### config.mk
export PLATFORM = sky130hd
export DESIGN_NAME = cache_mem_arbiter
export DESIGN_NICKNAME = d
export VERILOG_FILES = /design/src/rtl/cache_mem_arbiter.sv
export SDC_FILE = /design/constraint.sdc
export NUM_CORES = 1
export LEC_CHECK = 0
export BUFFER_PORTS_ARGS = -buffer_cell sky130_fd_sc_hd__buf_2
export CAP_MARGIN = 20
export CORE_AREA = 2 2 356 358
export CTS_BUF_LIST = sky130_fd_sc_hd__clkbuf_4 sky130_fd_sc_hd__clkbuf_8
export CTS_CLUSTER_SIZE = 16
export DETAILED_ROUTE_END_ITERATION = 16
export DIE_AREA = 0 0 358 360
export PLACE_DENSITY = 0.3
export SLEW_MARGIN = 0
export SYNTH_ARGS = -nofsm -noshare
export SYNTH_HDL_FRONTEND = slang
export SYNTH_SLANG_ARGS = --single-unit
### constraint.sdc
create_clock -name clk -period 1.75 [get_ports clk]
set_clock_uncertainty 0.2 [all_clocks]
set_input_delay 0 -clock clk [delete_from_list [all_inputs] [get_ports clk]]
set_output_delay 0 -clock clk [all_outputs]
set_load 0.01 [all_outputs]
### src/rtl/cache_mem_arbiter.sv
// Round-robin arbiter that shares one memory port between an icache and a dcache.
// Only one memory transaction is in flight at a time; a read that never returns is completed by a timeout.
module cache_mem_arbiter #(
  parameter int unsigned DATA_W  = 128,
  parameter int unsigned TIMEOUT = 255
) (
  input  logic                clk,
  input  logic                rst,
  input  logic [31:0]         i_inst_addr,
  input  logic [DATA_W/8-1:0] i_inst_byte_en,
  input  logic [DATA_W-1:0]   i_inst_writedata,
  input  logic                i_inst_read,
  input  logic                i_inst_write,
  output logic [DATA_W-1:0]   o_inst_readdata,
  output logic                o_inst_readdata_valid,
  output logic                o_inst_waitrequest,
  input  logic [31:0]         i_data_addr,
  input  logic [DATA_W/8-1:0] i_data_byte_en,
  input  logic [DATA_W-1:0]   i_data_writedata,
  input  logic                i_data_read,
  input  logic                i_data_write,
  output logic [DATA_W-1:0]   o_data_readdata,
  output logic                o_data_readdata_valid,
  output logic                o_data_waitrequest,
  output logic [31:0]         o_mem_addr,
  output logic [DATA_W/8-1:0] o_mem_byte_en,
  output logic [DATA_W-1:0]   o_mem_writedata,
  output logic                o_mem_read,
  output logic                o_mem_write,
  input  logic [DATA_W-1:0]   i_mem_readdata,
  input  logic                i_mem_readdata_valid,
  input  logic                i_mem_waitrequest,
  output logic                o_timeout
);

  localparam logic [7:0] TimeoutCnt = 8'(TIMEOUT);

  typedef enum logic [2:0] {StIdle, StIReq, StDReq, StIWait, StDWait} state_e;

  state_e     state_q, state_d;
  logic       last_gnt_q, last_gnt_d;  // 1: dcache was granted last
  logic [7:0] cnt_q, cnt_d;

  logic inst_req, data_req, tmo_hit;
  logic own_data, in_req, in_wait;
  logic g_read, g_write;

  assign inst_req = i_inst_read | i_inst_write;
  assign data_req = i_data_read | i_data_write;
  assign own_data = (state_q == StDReq) || (state_q == StDWait);
  assign in_req   = (state_q == StIReq) || (state_q == StDReq);
  assign in_wait  = (state_q == StIWait) || (state_q == StDWait);
  assign g_read   = own_data ? i_data_read : i_inst_read;
  assign g_write  = own_data ? i_data_write : i_inst_write;
  // Real read data wins over a timeout landing in the same cycle.
  assign tmo_hit  = in_wait && (cnt_q == TimeoutCnt) && !i_mem_readdata_valid;

  always_ff @(posedge clk or negedge rst) begin
    if (!rst) begin
      state_q    <= StIdle;
      last_gnt_q <= 1'b0;
      cnt_q      <= '0;
    end else begin
      state_q    <= state_d;
      last_gnt_q <= last_gnt_d;
      cnt_q      <= cnt_d;
    end
  end

  always_comb begin
    state_d    = state_q;
    last_gnt_d = last_gnt_q;
    cnt_d      = '0;
    unique case (state_q)
      StIdle: begin
        if (data_req && (!inst_req || !last_gnt_q)) begin
          state_d    = StDReq;
          last_gnt_d = 1'b1;
        end else if (inst_req) begin
          state_d    = StIReq;
          last_gnt_d = 1'b0;
        end
      end
      StIReq, StDReq: begin
        if (!g_read && !g_write) begin
          state_d = StIdle;
        end else if (!i_mem_waitrequest) begin
          // Read together with write counts as a write.
          if (g_write)                state_d = StIdle;
          else if (state_q == StIReq) state_d = StIWait;
          else                        state_d = StDWait;
        end
      end
      StIWait, StDWait: begin
        if (i_mem_readdata_valid || tmo_hit) state_d = StIdle;
        else                                 cnt_d   = cnt_q + 8'd1;
      end
      default: state_d = StIdle;
    endcase
  end

  always_comb begin
    o_mem_addr            = '0;
    o_mem_byte_en         = '0;
    o_mem_writedata       = '0;
    o_mem_read            = 1'b0;
    o_mem_write           = 1'b0;
    o_inst_waitrequest    = 1'b1;
    o_data_waitrequest    = 1'b1;
    o_inst_readdata_valid = 1'b0;
    o_data_readdata_valid = 1'b0;
    o_inst_readdata       = i_mem_readdata;
    o_data_readdata       = i_mem_readdata;
    o_timeout             = 1'b0;
    if (in_req) begin
      o_mem_addr      = own_data ? i_data_addr : i_inst_addr;
      o_mem_byte_en   = own_data ? i_data_byte_en : i_inst_byte_en;
      o_mem_writedata = own_data ? i_data_writedata : i_inst_writedata;
      o_mem_read      = g_read & ~g_write;
      o_mem_write     = g_write;
      if (own_data) o_data_waitrequest = i_mem_waitrequest;
      else          o_inst_waitrequest = i_mem_waitrequest;
    end else if (in_wait && (i_mem_readdata_valid || tmo_hit)) begin
      o_timeout = tmo_hit;
      if (own_data) begin
        o_data_readdata_valid = 1'b1;
        if (tmo_hit) o_data_readdata = '0;
      end else begin
        o_inst_readdata_valid = 1'b1;
        if (tmo_hit) o_inst_readdata = '0;
      end
    end
  end

endmodule

After elaboration in Yosys (flattened, before gate mapping). Cells that the tools add are included.

Add/sub/neg operators: 1. Reduce and logical (&&, ||, !) cells: 21. Muxes and demuxes: 41. Equal/unequal tests: 8. Magnitude comparators: 0. Shift-type cells: 0. Multipliers: 0. Bitwise logic cells: 4. Div/mod/pow operators: 0.

Operator list (count): 128-bit two-way mux (9); 32-bit two-way mux (2); 16-bit two-way mux (2); 3-bit two-way mux (7); 1-bit two-way mux (18); 8-bit two-way mux (2); 3-bit one-hot mux with 3 select lines (1); 8-bit by 1-bit adder with 8-bit output (second input constant) (1); 8-bit equality test (second input constant) (1); 3-bit by 2-bit equality test with 1-bit output (second input constant) (2); 3-bit != test (second input constant) (2); 1-bit logical AND (5); 1-bit zero test (5); 1-bit logical OR (5); 2-bit OR reduction (2); 3-bit by 1-bit equality test with 1-bit output (second input constant) (1); 3-bit equality test (second input constant) (1); 3-bit zero test (1); 3-bit AND reduction (1); 2-bit != test (second input constant) (1); 1-bit OR (2); 2-bit AND reduction (1); 2-bit nonzero test (1); 1-bit bitwise AND (1); 1-bit inverter (1).

Latch bits: 0. Bits in read-only memories: 0. Output and inout port bits: 439. Bits of input ports: 488. Memory bits (writable): 0. Memories: 0. Register bits after elaboration: 12.

Logic depth before layout (Yosys ltp). Gate-level depths: netlist of the first run.

Depth after elaboration: 8. Gate-level depth with buffers: 8. Gate-level depth less buffers: 5.

Worst setup path before layout of the first run. Ideal clock, no wire load.

Path type: reg-to-reg. Start: register cnt_q[0]. End: register state_q[0]. Setup slack: -158 ps. Clock period less this slack: 1908 ps. Data arrival time: 1583 ps. Cell stages (with the launch flop): 6. Path buffers: 0. Setup time: 125 ps. Path through: dfrtp_1 > ha_1 > nand3_1 > o221ai_2 > o2111ai_1 > mux2_2.

Cells in the longest elaborated chain, start to end: 6.

Ends and longest elaborated chain: from (decl) (line 42) `logic [7:0] cnt_q, cnt_d;`; from (signal assigned) (line 66) `cnt_q <= cnt_d;`; 8-bit equality test (line 56) `assign tmo_hit = in_wait && (cnt_q == TimeoutCnt) && !i_mem_readdata_valid;`; 1-bit logical AND (2 in a row) (line 56); 1-bit logical OR (line 95) `if (i_mem_readdata_valid || tmo_hit) state_d = StIdle;`; 2-bit != test (no line); 3-bit AND reduction (no line); to (signal assigned) (line 60) `state_q <= StIdle;`; to (signal assigned) (line 64) `state_q <= state_d;`; to (decl) (line 40) `state_e state_q, state_d;`.

Every way passes these cells. A chain may end at the register's enable or synchronous reset.

Worst setup path in the final report of the first run.
Start: register state_q[1]. End: output port o_mem_writedata[43].

Cells in the longest elaborated chain, start to end: 4. Elaborated cells on any way between the ends: 7. Those cells by class: eq/ne (3); mux (2); reduce/logical (2).

Ends and longest elaborated chain: 3-bit by 2-bit equality test with 1-bit output / 3-bit equality test (equally long branches) (line 50, 51); 1-bit logical OR (line 50) `assign own_data = (state_q == StDReq) || (state_q == StDWait);`; 128-bit two-way mux (line 118) `o_mem_writedata = own_data ? i_data_writedata : i_inst_writedata;`; 128-bit two-way mux * (line 115) `if (in_req) begin`; to (decl) (line 27) `output logic [DATA_W-1:0] o_mem_writedata,`.

Every way passes the cells marked *; elsewhere a longest branch is shown, timed or not.

==> metrics.txt, run 1 <==
# TYPE chip_impl_metric gauge
chip_impl_info{name="worst_setup_path_startpoint",value="state_q[1]"} 1
chip_impl_metric{name="synth_warn",unit=""} 0
chip_impl_info{name="worst_r2r_startpoint",value="state_q[1]"} 1
chip_impl_metric{name="postSynthAreaPerCell",unit="µm²"} 5.18
chip_impl_metric{name="fin_ws",unit="ns"} -0.594
chip_impl_info{name="grt_setup_unrepaired",value="true"} 1
chip_impl_metric{name="initial_utilization",unit="%"} 3.98
chip_impl_metric{name="mappedNetlistNets",unit=""} 1449
chip_impl_metric{name="final-setup-viol-count",unit=""} 450
chip_impl_metric{name="gpl.final_weighted_congestion",unit=""} 0.933
chip_impl_metric{name="clock.fmax",unit="GHz"} 0.427
chip_impl_metric{name="fin_hold_ws",unit="ns"} -0.0160
chip_impl_metric{name="overall_power_consumption",unit="mW"} 27.0
chip_impl_metric{name="grt_start_max_net_pins",unit=""} 55
chip_impl_info{name="crit_slowest_cell",value="sky130_fd_sc_hd__dfrtp_1"} 1
chip_impl_metric{name="fp.dieArea",unit="mm²"} 0.129
chip_impl_info{name="failed_checks",value="negative hold slack, negative setup slack"} 1
chip_impl_metric{name="timing.critical_path.arrival",unit="ns"} 2.14
chip_impl_metric{name="detailedRoute.firstPassIterationCount",unit=""} 5
chip_impl_metric{name="seq_area_frac_synth",unit="%"} 6.04
chip_impl_metric{name="power_density_of_the_placed_cells",unit="mW/mm²"} 1590
chip_impl_metric{name="p_leak",unit="nW"} 8.32
chip_impl_metric{name="worst_ir_drop_on_vdd",unit="mV"} 0.878
chip_impl_metric{name="path_clk_slew",unit="ns"} 0.06
chip_impl_metric{name="post_layout_nonfiller_instances",unit=""} 3650
chip_impl_metric{name="final_util",unit="%"} 13.6
chip_impl_info{name="run_status",value="finished with violations"} 1
chip_impl_metric{name="remaining_antenna_violation_count_after_routing",unit=""} 0
chip_impl_metric{name="critical_path_required",unit="ns"} 1.55
chip_impl_metric{name="port_buffers",unit=""} 926
chip_impl_metric{name="synth_cell_types",unit=""} 36
chip_impl_metric{name="period_needed",unit="ns"} 2.34
chip_impl_metric{name="wire_per_inst",unit="µm"} 28.6
chip_impl_info{name="critical_path_class",value="flop to output port"} 1
chip_impl_metric{name="report.final.slew_viol_count",unit=""} 0
chip_impl_metric{name="finish.net_count",unit=""} 2481
chip_impl_info{name="setup.worst_path.start_class",value="flop"} 1
chip_impl_info{name="crit_path_cell_trace",value="xor2_2, nor2b_4, buf_12, buf_16, buf_8, nand2_4, a21oi_4, buf_6"} 1
chip_impl_metric{name="cp_num_buf_inv",unit=""} 4
chip_impl_info{name="type_of_the_most_critical_hold_path",value="input port to asynchronous set/reset pin"} 1
chip_impl_metric{name="detailroute.via_count",unit=""} 11617
chip_impl_metric{name="die_height",unit="µm"} 360
chip_impl_metric{name="synthesis_stage_register_bit_count",unit=""} 12
chip_impl_metric{name="post_drt_via_cell_ratio",unit=""} 3.18
chip_impl_metric{name="globalRouteOverflowTotal",unit=""} 0
chip_impl_metric{name="first_global_vias",unit=""} 10988
chip_impl_metric{name="layout-drive-gt1-share",unit="%"} 71.3
chip_impl_metric{name="top_level_ports",unit=""} 927
chip_impl_info{name="critPathCaptureType",value="output port"} 1
chip_impl_metric{name="max_cap_viol_count",unit=""} 0
chip_impl_metric{name="max-clock-path-buffers",unit=""} 2
chip_impl_info{name="category_of_cells_accounting_for_the_largest_share_of_critical_path_delay",value="buffers and inverters"} 1
chip_impl_metric{name="syn-cell-area",unit="mm²"} 0.00497
chip_impl_metric{name="global_route_wire_length_before_repair",unit="mm"} 123
chip_impl_metric{name="dp.final_hpwl",unit="mm"} 86.7
chip_impl_metric{name="placed_cells_incl_taps",unit=""} 3571
chip_impl_metric{name="tightest_slew",unit="ns"} 0.341
chip_impl_metric{name="cts_buffers",unit=""} 3
chip_impl_metric{name="grt_antenna_before_repair",unit=""} 91
chip_impl_metric{name="cts_htree_levels",unit=""} 1
chip_impl_metric{name="wl",unit="mm"} 105
chip_impl_metric{name="global_route.usage.total",unit="%"} 14.7
chip_impl_metric{name="timing.final.crit_share",unit="%"} 134
chip_impl_info{name="cts_tree",value="done"} 1
chip_impl_metric{name="worstPathMaxFanout",unit=""} 7
chip_impl_metric{name="clk_latency",unit="ns"} 0.24
chip_impl_metric{name="slew_headroom",unit="%"} 76.7
chip_impl_metric{name="pre_cts_slack",unit="ns"} -0.972
chip_impl_metric{name="placementRows",unit=""} 130
chip_impl_metric{name="syn-instance-count",unit=""} 960
chip_impl_metric{name="finalHoldViolations",unit=""} 12
chip_impl_metric{name="core_region_area",unit="mm²"} 0.125
chip_impl_metric{name="worst_path_largest_cell_delay",unit="ns"} 0.41
chip_impl_metric{name="drt_iter0_markers",unit=""} 784
chip_impl_metric{name="die_width",unit="µm"} 358
chip_impl_info{name="cts-root-buf",value="sky130_fd_sc_hd__clkbuf_8"} 1
chip_impl_metric{name="detail_route.drc_violations",unit=""} 0
chip_impl_metric{name="flow.area_growth_from_synthesis",unit="%"} 241
chip_impl_metric{name="numClockSinks",unit=""} 12
-- per-stage QoR --
step	area (µm²)	TNS, ns
floorplan	5010	-1.53
finish	16900	-199.74
CTS	14600	-186.90
global placement	12800	-131.00
global route	16900	-237.39
detailed placement	12800	-118.76
-- state kept, by name (all words and copies together), names as in the netlist --
register,cells
cnt_q,8
state_q,3
last_gnt_q,1
-- placed cells by master (no fill, tap or decap), types with 5 or more instances in the layout --
| master | synthesis | layout |
|---|---|---|
| sky130_fd_sc_hd__buf_2 | 50 | 816 |
| sky130_fd_sc_hd__nand2_1 | 356 | 238 |
| sky130_fd_sc_hd__nor2b_1 | 259 | 235 |
| sky130_fd_sc_hd__buf_6 | 0 | 114 |
| sky130_fd_sc_hd__buf_4 | 1 | 81 |
| sky130_fd_sc_hd__nand2_4 | 0 | 79 |
| sky130_fd_sc_hd__a21oi_2 | 0 | 76 |
| sky130_fd_sc_hd__a21oi_4 | 0 | 68 |
| sky130_fd_sc_hd__buf_12 | 0 | 51 |
| sky130_fd_sc_hd__a21oi_1 | 181 | 37 |
| sky130_fd_sc_hd__nand2_2 | 0 | 34 |
| sky130_fd_sc_hd__buf_16 | 0 | 18 |
| sky130_fd_sc_hd__clkbuf_16 | 0 | 16 |
| sky130_fd_sc_hd__buf_8 | 0 | 16 |
| sky130_fd_sc_hd__nor2b_4 | 0 | 15 |
| sky130_fd_sc_hd__nor2_1 | 13 | 13 |
| sky130_fd_sc_hd__dfrtp_1 | 12 | 11 |
| sky130_fd_sc_hd__diode_2 | 0 | 10 |
| sky130_fd_sc_hd__nor2b_2 | 0 | 9 |
| sky130_fd_sc_hd__nand2_8 | 0 | 5 |
-- where the power goes --
part	leakage, nW	total (mW)	switching [mW]	internal, mW
Sequential	0.161	0.384	0.0636	0.320
Combinational	8.13	26.3	15.2	11.1
Clock	0.0216	0.257	0.105	0.152
Total	8.32	27.0	15.4	11.6
-- synthesized netlist by cell type --
cell	n	area share (%)
sky130_fd_sc_hd__nand3_1	4	0.40
sky130_fd_sc_hd__nor2b_1	259	33
sky130_fd_sc_hd__o22ai_1	1	0.13
sky130_fd_sc_hd__o22a_1	1	0.18
sky130_fd_sc_hd__buf_1	8	0.60
sky130_fd_sc_hd__nor2_1	13	0.98
sky130_fd_sc_hd__nor3b_1	1	0.15
sky130_fd_sc_hd__or3_1	3	0.38
sky130_fd_sc_hd__nor4bb_1	1	0.20
sky130_fd_sc_hd__dfrtp_1	12	6.0
sky130_fd_sc_hd__nand2_1	356	27
sky130_fd_sc_hd__o2111ai_1	1	0.18
sky130_fd_sc_hd__and3_1	3	0.38
sky130_fd_sc_hd__o221ai_2	1	0.30
sky130_fd_sc_hd__nand4b_1	1	0.18
sky130_fd_sc_hd__buf_4	1	0.15
sky130_fd_sc_hd__mux2_2	2	0.45
sky130_fd_sc_hd__a211o_1	1	0.18
sky130_fd_sc_hd__clkbuf_1	31	2.3
sky130_fd_sc_hd__o21ai_0	3	0.30
sky130_fd_sc_hd__a2111oi_0	1	0.18
sky130_fd_sc_hd__buf_2	50	5.0
sky130_fd_sc_hd__nor3_1	2	0.20
sky130_fd_sc_hd__or2_2	1	0.13
sky130_fd_sc_hd__inv_1	4	0.30
sky130_fd_sc_hd__and2_1	2	0.25
sky130_fd_sc_hd__ha_1	1	0.25
sky130_fd_sc_hd__nand4_1	1	0.13
sky130_fd_sc_hd__xor2_1	4	0.70
sky130_fd_sc_hd__o32ai_1	1	0.18
sky130_fd_sc_hd__and3b_1	1	0.18
sky130_fd_sc_hd__a21oi_1	181	18
sky130_fd_sc_hd__xnor2_1	3	0.53
sky130_fd_sc_hd__nand2b_1	3	0.38
sky130_fd_sc_hd__or4b_2	1	0.20
sky130_fd_sc_hd__o21a_1	1	0.15
-- final timing paths --
path                                        to  cells past startpoint  slack (ns)
max                        o_mem_writedata[43]                      8       -0.59
min                                   cnt_q[0]                      2       -0.02
max reg2reg                         state_q[1]                      8       -0.29
min reg2reg                         last_gnt_q                      1        0.33
max in group asynchronous           state_q[0]                      2        1.11
min in group clk                    last_gnt_q                      3        0.07
-- worst register-to-register path: cells and delay by family (launching register included) --
kind	cells	cell delay (ns)
buf+inv	4	0.55
flops	1	0.41
mux	1	0.36
compound gates	2	0.23
simple gates	1	0.17
-- area by class of cell --
type | count | area, µm²
flip-flops and latches | 12 | 302
well taps | 1650 | 2060
repair buffers | 1117 | 8210
multi-input cells | 854 | 6300
inverters | 4 | 15.0
clock buffers | 3 | 41.3
fillers | 14703 | 108000
diodes | 10 | 25.0
-- cells by family after synthesis --
kind of cell,count (synthesis),synth area share (%)
adder cells (fa/ha/maj),1,0.252
XOR/XNOR,7,1.23
AND/OR/NAND/NOR,652,63.6
multiplexers,2,0.453
flip-flops,12,6.04
AO/OA/AOI/OAI,192,20.0
buffers and inverters,94,8.43
-- repair_timing --
item                       in CTS  in global routing
pin swaps                      26                165
hold buffers                    4                  0
setup endpoints to repair     449                450
resized for setup             309                447
setup buffers                  22                 19
gates cloned                   15                 18
hold endpoints to repair       13                  0
-- metal layers --
| metal | up-vias | part of all wire (%) | global-route usage, % |
|---|---|---|---|
| li1 | 5121 | - | - |
| met1 | 5467 | 39 | 17.5 |
| met5 | - | 0.54 | 0 |
| met3 | 219 | 8.6 | 4.53 |
| met2 | 726 | 49 | 26.3 |
| met4 | 84 | 2.6 | 1.36 |
(Power assumes the default switching activity.)
==> inputs of run 2 (changes only) <==
Settings changed: CORE_AREA 2 2 356 358 to 2 2 363 365, DIE_AREA 0 0 358 360 to 0 0 365 367.
Clock period 1.75 ns to 2.25 ns, I/O delays scaled along.
==> metrics.txt, run 2 (synthesis results as in run 1) <==
# TYPE chip_impl_metric gauge
chip_impl_info{name="cts_tree",value="done"} 1
chip_impl_metric{name="final_util",unit="%"} 11.6
chip_impl_metric{name="first_global_vias",unit=""} 10537
chip_impl_metric{name="report.final.slew_viol_count",unit=""} 0
chip_impl_info{name="critical_path_class",value="flop to output port"} 1
chip_impl_metric{name="global_route_wire_length_before_repair",unit="mm"} 111
chip_impl_metric{name="timing.critical_path.arrival",unit="ns"} 2.12
chip_impl_metric{name="worst_ir_drop_on_vdd",unit="mV"} 0.740
chip_impl_metric{name="timing.final.crit_share",unit="%"} 103
chip_impl_metric{name="clk_latency",unit="ns"} 0.24
chip_impl_info{name="failed_checks",value="negative setup slack"} 1
chip_impl_metric{name="rrSetupSlack",unit="ns"} 0.31
chip_impl_metric{name="clock.fmax",unit="GHz"} 0.432
chip_impl_info{name="hold_path_endpoint",value="last_gnt_q"} 1
chip_impl_metric{name="drt_iter0_markers",unit=""} 614
chip_impl_metric{name="period_needed",unit="ns"} 2.32
chip_impl_metric{name="layout.cell_area.non_filler",unit="mm²"} 0.0152
chip_impl_metric{name="worstPathMaxFanout",unit=""} 5
chip_impl_metric{name="post_dp_cell_area",unit="mm²"} 0.0122
chip_impl_info{name="top_regs",value="cnt_q (8), state_q (3), last_gnt_q (1)"} 1
chip_impl_metric{name="final-setup-viol-count",unit=""} 34
chip_impl_metric{name="max-clock-path-buffers",unit=""} 2
chip_impl_info{name="critPathCaptureType",value="output port"} 1
chip_impl_metric{name="largest_register_ff_count",unit=""} 8
chip_impl_info{name="type_of_the_most_critical_hold_path",value="input port to flop"} 1
chip_impl_metric{name="placementRows",unit=""} 133
chip_impl_metric{name="fin_ws",unit="ns"} -0.0665
chip_impl_metric{name="core_region_area",unit="mm²"} 0.130
chip_impl_metric{name="gpl.final_weighted_congestion",unit=""} 0.914
chip_impl_metric{name="cts_buffers",unit=""} 3
chip_impl_metric{name="wl",unit="mm"} 92.7
chip_impl_info{name="most_common_cell_after_layout_fill_and_taps_aside",value="sky130_fd_sc_hd__buf_2"} 1
chip_impl_metric{name="tightest_slew",unit="ns"} 0.593
chip_impl_metric{name="power_density_of_the_placed_cells",unit="mW/mm²"} 1190
chip_impl_info{name="hold_path.startpoint",value="i_inst_read"} 1
chip_impl_info{name="run_status",value="finished with violations"} 1
chip_impl_info{name="registers.top_by_ff_count",value="cnt_q"} 1
chip_impl_metric{name="port_buffers",unit=""} 926
chip_impl_metric{name="cts_htree_levels",unit=""} 1
chip_impl_info{name="grt_setup_unrepaired",value="true"} 1
chip_impl_metric{name="die_height",unit="µm"} 367
chip_impl_metric{name="initial_utilization",unit="%"} 3.81
chip_impl_metric{name="top_level_ports",unit=""} 927
chip_impl_metric{name="globalRouteOverflowTotal",unit=""} 0
chip_impl_metric{name="setup_total_negative_slack",unit="ns"} -0.677
chip_impl_metric{name="finalHoldViolations",unit=""} 0
chip_impl_metric{name="slew_headroom",unit="%"} 60.3
chip_impl_info{name="worst_r2r_startpoint",value="state_q[1]"} 1
chip_impl_info{name="crit_path_cell_trace",value="xor2_2, nor2b_4, buf_12, buf_6, buf_12, buf_16, nand2_1, a21oi_4, buf_6"} 1
chip_impl_metric{name="post_layout_nonfiller_instances",unit=""} 3678
chip_impl_metric{name="detailroute.via_count",unit=""} 10979
chip_impl_metric{name="detailedRoute.firstPassIterationCount",unit=""} 6
chip_impl_metric{name="detail_route.drc_violations",unit=""} 0
chip_impl_info{name="crit_slowest_cell",value="sky130_fd_sc_hd__dfrtp_1"} 1
chip_impl_metric{name="path_clk_slew",unit="ns"} 0.06
chip_impl_info{name="critical_path.reg2reg.endpoint",value="state_q[1]"} 1
chip_impl_metric{name="hold_path_cells",unit=""} 3
chip_impl_info{name="most-common-layout-cells",value="sky130_fd_sc_hd__buf_2 (819), sky130_fd_sc_hd__nand2_1 (290), sky130_fd_sc_hd__nor2b_1 (243)"} 1
chip_impl_metric{name="grt_start_max_net_pins",unit=""} 52
chip_impl_metric{name="remaining_antenna_violation_count_after_routing",unit=""} 0
chip_impl_metric{name="grt_antenna_before_repair",unit=""} 45
chip_impl_metric{name="critical_path_required",unit="ns"} 2.05
chip_impl_metric{name="p_leak",unit="nW"} 7.31
chip_impl_metric{name="global_route.usage.total",unit="%"} 12.6
chip_impl_metric{name="worst_path_largest_cell_delay",unit="ns"} 0.40
chip_impl_metric{name="layout-drive-gt1-share",unit="%"} 65.8
chip_impl_metric{name="pre_cts_slack",unit="ns"} -0.280
chip_impl_info{name="cts-root-buf",value="sky130_fd_sc_hd__clkbuf_8"} 1
chip_impl_metric{name="max_cap_viol_count",unit=""} 0
chip_impl_metric{name="finish.net_count",unit=""} 2408
chip_impl_metric{name="timing.reg2reg.worst_path_depth",unit=""} 6
chip_impl_metric{name="die_width",unit="µm"} 365
chip_impl_metric{name="flow.area_growth_from_synthesis",unit="%"} 205
chip_impl_metric{name="fin_hold_ws",unit="ns"} 0.0417
chip_impl_metric{name="fp.dieArea",unit="mm²"} 0.134
chip_impl_metric{name="overall_power_consumption",unit="mW"} 18.1
chip_impl_metric{name="numClockSinks",unit=""} 12
chip_impl_metric{name="dp.final_hpwl",unit="mm"} 79.7
chip_impl_info{name="setup.worst_path.start_class",value="flop"} 1
chip_impl_metric{name="wire_per_inst",unit="µm"} 25.2
chip_impl_metric{name="post_drt_via_cell_ratio",unit=""} 2.99
chip_impl_metric{name="placed_cells_incl_taps",unit=""} 3620
run 2: worst max path at each step:
stage	to	slack (ns)	startpoint
after floorplan	state_q[0]	0.34	cnt_q[0]
after detailed placement	o_mem_writedata[58]	-0.28	state_q[1]
after CTS	o_mem_writedata[58]	-0.11	state_q[2]
after global routing	o_mem_writedata[114]	-0.17	state_q[1]
final	o_mem_writedata[58]	-0.07	state_q[1]
after global placement	o_mem_writedata[58]	-0.26	state_q[1]
run 2: layout make-up:
cell class | count | area (µm²)
Antenna cell | 5 | 12.5
Clock buffer | 4 | 55.1
Fill cell | 15565 | 115000
Inverter | 4 | 15.0
Multi-Input combinational cell | 854 | 5500
Sequential cell | 12 | 302
Tap cell | 1755 | 2200
Timing Repair Buffer | 1044 | 7110
run 2: routing by layer:
metal | GRT usage (%) | up-vias | wire [µm]
li1 | - | 4972 | -
met1 | 16.2 | 5175 | 38100
met2 | 22.3 | 672 | 45300
met3 | 2.94 | 114 | 7940
met4 | 0.586 | 46 | 1030
met5 | 0 | - | 322
run 2: repair_timing:
item	CTS	global route
pin swaps	60	62
hold buffers	5	0
setup buffers	19	7
gates cloned	13	13
resized for setup	350	193
endpoints found under the setup margin	269	277
endpoints found under the hold margin	14	0
run 2: worst max-delay path, delay by kind of cell (launching register included):
kind | cells | cell delay (ns)
buffers and inverters | 5 | 0.73
flip-flops | 1 | 0.40
AND/OR/NAND/NOR | 2 | 0.29
AO/OA/AOI/OAI | 1 | 0.25
XOR/XNOR | 1 | 0.18
run 2: report_power, final:
group          internal (mW)  switching (mW)  leakage [nW]
Clock                  0.155          0.0881        0.0288
Sequential             0.249          0.0471         0.161
Combinational           6.96            10.6          7.12
==> inputs of run 3 (changes only) <==
Settings changed: CORE_AREA 2 2 363 365 to 2 2 361 363, DIE_AREA 0 0 365 367 to 0 0 363 365.
Clock period 2.25 ns to 2.9 ns, I/O delays scaled along.
==> metrics.txt, run 3 (synthesis results as in run 1) <==
# TYPE chip_impl_metric gauge
chip_impl_metric{name="power_density_of_the_placed_cells",unit="mW/mm²"} 807
chip_impl_metric{name="worst_ir_drop_on_vdd",unit="mV"} 0.487
chip_impl_metric{name="detailedRoute.firstPassIterationCount",unit=""} 5
chip_impl_metric{name="final-setup-viol-count",unit=""} 0
chip_impl_metric{name="post_drt_via_cell_ratio",unit=""} 3.02
chip_impl_metric{name="remaining_antenna_violation_count_after_routing",unit=""} 0
chip_impl_metric{name="top_level_ports",unit=""} 927
chip_impl_metric{name="global_route.usage.total",unit="%"} 12.7
chip_impl_info{name="type_of_the_most_critical_hold_path",value="input port to asynchronous set/reset pin"} 1
chip_impl_info{name="critical_path.reg2reg.endpoint",value="state_q[2]"} 1
chip_impl_metric{name="gpl.final_weighted_congestion",unit=""} 0.899
chip_impl_metric{name="setup_total_negative_slack",unit="ns"} 0
chip_impl_metric{name="wl",unit="mm"} 90.7
chip_impl_metric{name="dp.final_hpwl",unit="mm"} 82.8
chip_impl_metric{name="worstPathMaxFanout",unit=""} 22
chip_impl_info{name="cts-root-buf",value="sky130_fd_sc_hd__clkbuf_8"} 1
chip_impl_metric{name="clock.fmax",unit="GHz"} 0.363
chip_impl_metric{name="timing.reg2reg.worst_path_depth",unit=""} 6
chip_impl_metric{name="wire_per_inst",unit="µm"} 25.6
chip_impl_info{name="top_regs",value="cnt_q (8), state_q (3), last_gnt_q (1)"} 1
chip_impl_metric{name="cts_buffers",unit=""} 3
chip_impl_metric{name="tightest_slew",unit="ns"} 0.735
chip_impl_metric{name="die_width",unit="µm"} 363
chip_impl_metric{name="first_global_vias",unit=""} 9996
chip_impl_metric{name="post_layout_nonfiller_instances",unit=""} 3537
chip_impl_metric{name="numClockSinks",unit=""} 12
chip_impl_info{name="cts_tree",value="done"} 1
chip_impl_metric{name="global_route_wire_length_before_repair",unit="mm"} 110
chip_impl_metric{name="clock_power_share",unit="%"} 1.5
chip_impl_metric{name="flow.area_growth_from_synthesis",unit="%"} 143
chip_impl_metric{name="p_sw",unit="mW"} 6.72
chip_impl_metric{name="cts_htree_levels",unit=""} 1
chip_impl_metric{name="placed_cells_incl_taps",unit=""} 3514
chip_impl_metric{name="comb_power_share",unit="%"} 95.7
chip_impl_metric{name="critical_path_required",unit="ns"} 2.70
chip_impl_metric{name="timing.critical_path.arrival",unit="ns"} 2.55
chip_impl_metric{name="grt_antenna_before_repair",unit=""} 90
chip_impl_metric{name="rrSetupSlack",unit="ns"} 0.61
chip_impl_metric{name="finalHoldViolations",unit=""} 12
chip_impl_metric{name="layout-drive-gt1-share",unit="%"} 54.6
chip_impl_metric{name="core_region_area",unit="mm²"} 0.129
chip_impl_info{name="critical_path_class",value="flop to output port"} 1
chip_impl_metric{name="globalRouteOverflowTotal",unit=""} 0
chip_impl_metric{name="multi_input_area",unit="mm²"} 0.00440
chip_impl_metric{name="detailroute.via_count",unit=""} 10687
chip_impl_metric{name="clk_latency",unit="ns"} 0.23
chip_impl_metric{name="detail_route.drc_violations",unit=""} 0
chip_impl_metric{name="p_leak",unit="nW"} 6.22
chip_impl_info{name="failed_checks",value="negative hold slack"} 1
chip_impl_metric{name="fin_hold_ws",unit="ns"} -0.00809
chip_impl_metric{name="timing.final.crit_share",unit="%"} 94.9
chip_impl_info{name="grt_setup_unrepaired",value="false"} 1
chip_impl_metric{name="max-clock-path-buffers",unit=""} 2
chip_impl_info{name="critPathCaptureType",value="output port"} 1
chip_impl_metric{name="die_height",unit="µm"} 365
chip_impl_info{name="worst_r2r_startpoint",value="state_q[0]"} 1
chip_impl_metric{name="largest_register_ff_count",unit=""} 8
chip_impl_metric{name="max_cap_viol_count",unit=""} 0
chip_impl_info{name="most-common-layout-cells",value="sky130_fd_sc_hd__buf_2 (922), sky130_fd_sc_hd__nand2_1 (355), sky130_fd_sc_hd__nor2b_1 (258)"} 1
chip_impl_metric{name="grt_start_max_net_pins",unit=""} 59
chip_impl_metric{name="sequentialPowerShare",unit="%"} 2.8
chip_impl_metric{name="report.final.slew_viol_count",unit=""} 0
chip_impl_metric{name="fp.dieArea",unit="mm²"} 0.132
chip_impl_metric{name="finish.net_count",unit=""} 2338
chip_impl_info{name="setup.worst_path.start_class",value="flop"} 1
chip_impl_metric{name="initial_utilization",unit="%"} 3.86
chip_impl_metric{name="path_clk_slew",unit="ns"} 0.05
chip_impl_info{name="registers.top_by_ff_count",value="cnt_q"} 1
chip_impl_metric{name="period_needed",unit="ns"} 2.75
chip_impl_metric{name="port_buffers",unit=""} 926
chip_impl_metric{name="register_area",unit="µm²"} 307
chip_impl_info{name="run_status",value="finished with violations"} 1
chip_impl_info{name="most_common_cell_after_layout_fill_and_taps_aside",value="sky130_fd_sc_hd__buf_2"} 1
chip_impl_metric{name="swShare",unit="%"} 68.9
chip_impl_metric{name="fill_cell_count",unit=""} 15355
chip_impl_metric{name="slew_headroom",unit="%"} 51.0
chip_impl_metric{name="placementRows",unit=""} 132
chip_impl_metric{name="internal_power",unit="mW"} 3.04
chip_impl_metric{name="drt_iter0_markers",unit=""} 621
[run 3: per-stage QoR]
step / setup slack (ns) / hold WS (ns) / area (µm²) / total power [mW] / util (%)
after global placement: -0.0970 / -0.280 / 11800 / 9.77 / 9.20
after detailed placement: -0.0657 / -0.287 / 11800 / 9.70 / 9.20
final: 0.147 / -0.00809 / 12100 / 9.75 / 9.40
after CTS: -0.00435 / 0.00708 / 12000 / 10.1 / 9.36
after floorplan: 0.992 / -0.496 / 4970 / 3.88 / -
after global routing: 0.000471 / 0.0269 / 12100 / 10.5 / 9.37
[run 3: worst max-delay path by stage]
stage,startpoint,to
after floorplan,cnt_q[0],state_q[0]
final,state_q[2],o_mem_writedata[51]
after global placement,state_q[1],o_mem_writedata[56]
after global routing,state_q[2],o_mem_writedata[51]
after CTS,state_q[0],o_mem_writedata[59]
after detailed placement,state_q[0],o_mem_writedata[27]
[run 3: repair_timing]
action | CTS | global route
gates cloned | 1 | 0
gates resized for setup | 27 | 2
endpoints found under the setup margin | 33 | 6
setup buffers | 1 | 0
hold endpoints to repair | 13 | 0
hold buffers | 3 | 0
pin swaps | 1 | 0
[run 3: layout make-up]
cell class	count	share of cell area, %
repair buffers	973	43.0
multi-input cells	855	36.4
well taps	1675	17.3
flip-flops and latches	12	2.54
clock buffers	3	0.342
diodes	15	0.310
inverters	4	0.124
[run 3: layer usage]
layer  track usage [%]  up-vias  part of all wire [%]
li1                  -     4827                     -
met1              15.4     4915                    40
met2              22.0      649                    47
met3              5.13      192                    10
met4             0.805      104                   1.3
met5                 0        -                  0.77
[run 3: worst max-delay path, cell delays in order, from the launching register on]
cell and delay (ns):
sky130_fd_sc_hd__dfrtp_2 0.49, sky130_fd_sc_hd__xor2_4 0.22, sky130_fd_sc_hd__buf_12 0.16, sky130_fd_sc_hd__nand2b_4 0.34, sky130_fd_sc_hd__buf_4 0.36, sky130_fd_sc_hd__nand2_1 0.14
sky130_fd_sc_hd__a21oi_1 0.34, sky130_fd_sc_hd__buf_2 0.23
[run 3: power groups by stage]
stage	logic, mW	clock network [mW]	registers [mW]
after floorplan	3.66	0	0.213
after global placement	9.52	0	0.251
after detailed placement	9.45	0	0.252
after CTS	9.70	0.154	0.277
after global routing	10.1	0.164	0.284
final	9.33	0.146	0.273
